**config.mk**
```make
export PLATFORM = sky130hd
export DESIGN_NAME = rl_fifo_1r1w_ctrl
export DESIGN_NICKNAME = d
export VERILOG_FILES = /design/src/rtl/rl_fifo_1r1w_ctrl.sv
export SDC_FILE = /design/constraint.sdc
export NUM_CORES = 1
export LEC_CHECK = 0
export BUFFER_PORTS_ARGS = -buffer_cell sky130_fd_sc_hd__buf_2
export CORE_ASPECT_RATIO = 0.75
export CORE_MARGIN = 4
export CORE_UTILIZATION = 37
export DETAILED_ROUTE_END_ITERATION = 12
export PLACE_DENSITY = 0.88
export SYNTH_ARGS = -nofsm -noshare
export SYNTH_HDL_FRONTEND = slang
export SYNTH_SLANG_ARGS = --single-unit
```
**constraint.sdc**
```tcl
create_clock -name clk_i -period 2.5 [get_ports clk_i]
set_input_delay 0.25 -clock clk_i [delete_from_list [all_inputs] [get_ports clk_i]]
set_output_delay 0.25 -clock clk_i [all_outputs]
set_load 0.02 [all_outputs]
```
**src/rtl/rl_fifo_1r1w_ctrl.sv**
```systemverilog
// First-word-fall-through FIFO controller driving an external 1R1W RAM with write->read bypass.
// Owns pointers, occupancy, registered flags and error pulses; rdata_o is the RAM read port.
module rl_fifo_1r1w_ctrl #(
  parameter int ABITS      = 4,
  parameter int DBITS      = 32,
  parameter int AFULL_LVL  = 2**ABITS-2,
  parameter int AEMPTY_LVL = 1
) (
  input  logic                   clk_i,
  input  logic                   rst_i,
  input  logic                   clr_i,
  input  logic                   push_i,
  input  logic [DBITS-1:0]       wdata_i,
  input  logic                   pop_i,
  output logic [DBITS-1:0]       rdata_o,
  output logic                   empty_o,
  output logic                   full_o,
  output logic                   almost_empty_o,
  output logic                   almost_full_o,
  output logic [ABITS:0]         count_o,
  output logic                   overflow_o,
  output logic                   underflow_o,
  output logic [ABITS-1:0]       ram_waddr_o,
  output logic [DBITS-1:0]       ram_din_o,
  output logic                   ram_we_o,
  output logic [(DBITS+7)/8-1:0] ram_be_o,
  output logic [ABITS-1:0]       ram_raddr_o,
  output logic                   ram_re_o,
  input  logic [DBITS-1:0]       ram_dout_i
);

  localparam int DEPTH = 2**ABITS;
  localparam logic [ABITS:0] LP_DEPTH  = (ABITS+1)'(DEPTH);
  localparam logic [ABITS:0] LP_AFULL  = (ABITS+1)'(AFULL_LVL);
  localparam logic [ABITS:0] LP_AEMPTY = (ABITS+1)'(AEMPTY_LVL);

  logic [ABITS-1:0] r_wptr;
  logic [ABITS-1:0] r_rptr;
  logic [ABITS:0]   r_count;
  logic             r_empty;
  logic             r_full;
  logic             r_aempty;
  logic             r_afull;
  logic             r_ovf;
  logic             r_unf;

  logic             w_live;
  logic             w_push_ok;
  logic             w_pop_ok;
  logic [ABITS-1:0] w_rptr_inc;
  logic [ABITS:0]   w_count_nxt;

  // Reset and flush cycles swallow any request without side effects.
  assign w_live     = !rst_i && !clr_i;
  assign w_push_ok  = w_live && push_i && !r_full;
  assign w_pop_ok   = w_live && pop_i && !r_empty;
  assign w_rptr_inc = r_rptr + ABITS'(1);

  always_comb begin
    w_count_nxt = r_count;
    if (w_push_ok && !w_pop_ok) begin
      w_count_nxt = r_count + (ABITS+1)'(1);
    end else if (w_pop_ok && !w_push_ok) begin
      w_count_nxt = r_count - (ABITS+1)'(1);
    end
  end

  // Flags follow the next-state count so they line up with count_o after each edge.
  always_ff @(posedge clk_i) begin
    if (rst_i || clr_i) begin
      r_wptr   <= '0;
      r_rptr   <= '0;
      r_count  <= '0;
      r_empty  <= 1'b1;
      r_full   <= 1'b0;
      r_aempty <= 1'b1;
      r_afull  <= 1'b0;
      r_ovf    <= 1'b0;
      r_unf    <= 1'b0;
    end else begin
      if (w_push_ok) begin
        r_wptr <= r_wptr + ABITS'(1);
      end
      if (w_pop_ok) begin
        r_rptr <= w_rptr_inc;
      end
      r_count  <= w_count_nxt;
      r_empty  <= (w_count_nxt == '0);
      r_full   <= (w_count_nxt == LP_DEPTH);
      r_aempty <= (w_count_nxt <= LP_AEMPTY);
      r_afull  <= (w_count_nxt >= LP_AFULL);
      r_ovf    <= push_i && r_full;
      r_unf    <= pop_i && r_empty;
    end
  end

  // Reading rptr+1 on a pop keeps the next head word one cycle behind the pop.
  assign ram_raddr_o    = w_pop_ok ? w_rptr_inc : r_rptr;
  assign ram_re_o       = !rst_i;
  assign ram_waddr_o    = r_wptr;
  assign ram_din_o      = wdata_i;
  assign ram_we_o       = w_push_ok;
  assign ram_be_o       = '1;

  assign rdata_o        = ram_dout_i;
  assign empty_o        = r_empty;
  assign full_o         = r_full;
  assign almost_empty_o = r_aempty;
  assign almost_full_o  = r_afull;
  assign count_o        = r_count;
  assign overflow_o     = r_ovf;
  assign underflow_o    = r_unf;

endmodule

```
==> run metrics <==
Req. time, crit path=2.67 ns; setup violators final=0; vias in the first global route=743; initial antenna violation count=0; Synth warnings=0; most frequently used cell type in the post-synthesis netlist=buf_4; effective utilization at floorplan=0.388; power after layout=0.585 mW; clk sinks=19; number of flops mapped to enable cells by yosys=0; total number of nets in the final design=198; total power divided by cell area=504 nW/um2; remaining routing DRC violations=0; multiplexer area fraction after synthesis=0.00787; Synth Area per Inst=8.89 um2; deepest clock path buffer count=2; sum of negative setup slack=0 ns; predominant post-synthesis flop cell=dfxtp_1; proportion of register bits with asynchronous set or reset after synthesis=0; count of placed standard cells including taps=172; I/O pin count=158; sequential area share after synthesis=0.266; Clock Latency Late Sink=0.25 ns; maximum net fanout on the critical path=5; largest vdd supply drop=0.000173 V; Area Growth Syn to Fin=-19.0%; maximum clock rate=0.562 GHz; area of the die=4940 um2; CTS tree=built; area fraction in and, or, nand and nor cells after synthesis=0.174; worst min-delay path class=input pin to flop; dominant combinational cell family by area after synthesis=buffers and inverters; drt pass-1 iters=4; number of port buffers=25; cell area reported after detailed placement=1110 um2; setup repair after global routing missed its margin=false; top cells by count, synth=buf_4 (68), dfxtp_1 (19), nor2_1 (9); type of origin of the critical path=flop; adder-cell share of the synthesized area=0.0350; final hold slack=0.258 ns; Final Hold Fails=0; detailed placement HPWL=1.84 mm; cells taking the most area after synthesis=buf_4 (36%), dfxtp_1 (27%), xnor2_1 (4.9%); first-pass GRT wire length=3.59 mm; # Max-Cap Violations=0; cell taking the most area after synthesis=buf_4; Post-Place Setup Slack=0.577 ns; post-DR wirelength/cell=13.2 um; relative slew slack=0.652; XOR/XNOR share of the synthesized area=0.0787; Leakage Power=0.524 nW; Worst Setup Path Type=flop to flop; proportion of layout cells with a drive suffix above 1=0.339; Slew @ Worst Pin=0.519 ns; hold_buf cts=0; worst clock skew=0.00127 ns; number of buffers added by the clock tree synthesis step=3; number of nets still failing antenna checks after routing=0; most frequent cell on the critical path=nand3_1; max-slew violation count=0; total wire length=2.33 mm; number of inserted diodes=0; critical-path cell list=and2b_1, nand3_1, o2bb2ai_1, xnor2_1, nand3_1, o31ai_2; outcome=complete, no violations; final design instance area without fill=1160 um2; arrival time at the worst endpoint=1.95 ns; post-synth design cell area=1430 um2; H-tree Lvls=1; setup bufs post-CTS=0; overall overflow remaining after global route=0; Final Cycle Share=0.712; maximum number of pins on one net before global-route repair=13; height of the chip=61.9 um; worst-path cell with the longest stage delay=and2b_1; post-synthesis cell count=161; Worst-path clk slew=0.07 ns; final cell count without fillers=176; worst setup slack after layout=0.720 ns; number of core rows=19; min cycle time layout=1.78 ns; drt via density=4.46; Die X-Extent=79.8 um; post-CTS resize count=0; peak per-stage delay on the critical path=0.36 ns; Root Driver=clkbuf_8; Starting DRT DRC Count=44; core region area=3680 um2; share of the synthesized area in compound gates (AO/OA/AOI/OAI)=0.0586; post-synth top area share=0.357; final core area utilization=0.315; placer congestion estimate=0.882; Worst Setup End Kind=flop; Netlist cell types=36; number of register bits inferred by synthesis=19; GR Util All Layers=0.0998; vias post-DR=785
cell families (layout without fill, tap and decap cells):
family	Yosys count	after routing
mux	1	1
simple gates	40	40
xor+xnor	12	12
flops	19	19
other cells	1	4
buf+inv	74	34
compound gates	10	10
fa+ha+maj	4	4
cell type report:
class | instances | area (um2)
timing repair buffer | 26 | 133
sequential | 19 | 380
tap | 52 | 65.1
multi-input combinational | 71 | 522
clock buffer | 4 | 45.0
fill | 400 | 2520
inverter | 4 | 15.0
worst max-delay path: cells and delay by family, from the launching register on:
family / cells / cell delay [ns]
XOR/XNOR: 1 / 0.20
AO/OA/AOI/OAI: 2 / 0.41
flip-flops: 1 / 0.33
AND/OR/NAND/NOR: 3 / 0.74
sequential cells by signal, indices dropped and copies added (netlist names):
| register | count |
|---|---|
| almost_full_o | 1 |
| ram_waddr_o | 4 |
| r_rptr | 4 |
| full_o | 1 |
| count_o | 5 |
| almost_empty_o | 1 |
| overflow_o | 1 |
| underflow_o | 1 |
| empty_o | 1 |
layout by cell type, fill, tap and decap left out, drive strengths merged:
cell      n
dfxtp    19
o21a      2
buf      26
nor2     10
and2b     2
o31ai     1
nand4     2
a211oi    1
a41oi     1
inv       4
o21ai     1
nand2     5
nand3     5
nor4      1
and3      3
conb      4
a21oi     3
o2bb2ai   1
nor3      2
xnor2     9
or2       1
nor3b     1
xor2      3
clkbuf    4
or3       1
and2      5
ha        4
mux2      1
nand2b    2
path summary, 6_finish.rpt:
check        slack (ns)                   startpoint  cells after the start                          end
min                0.26                        pop_i                      2       underflow_o$_SDFF_PP0_
min reg2reg        0.50  ram_waddr_o[1]$_SDFFE_PP0P_                      2  ram_waddr_o[1]$_SDFFE_PP0P_
max                0.72           empty_o$_SDFF_PP1_                      6           empty_o$_SDFF_PP1_
max reg2reg        0.72           empty_o$_SDFF_PP1_                      6           empty_o$_SDFF_PP1_
power by group:
part | internal (mW) | leakage, nW | switching [mW]
Clock | 0.113 | 0.0228 | 0.0934
Sequential | 0.307 | 0.154 | 0.00468
Combinational | 0.0230 | 0.348 | 0.0433
Total | 0.443 | 0.524 | 0.141
routing by layer:
metal	wire length [um]	GRT usage
met3	267	0.0807
met4	0	0.0337
met1	1100	0.119
met2	958	0.134
met5	0	0
No activity file was read; power rests on OpenSTA's default activity.
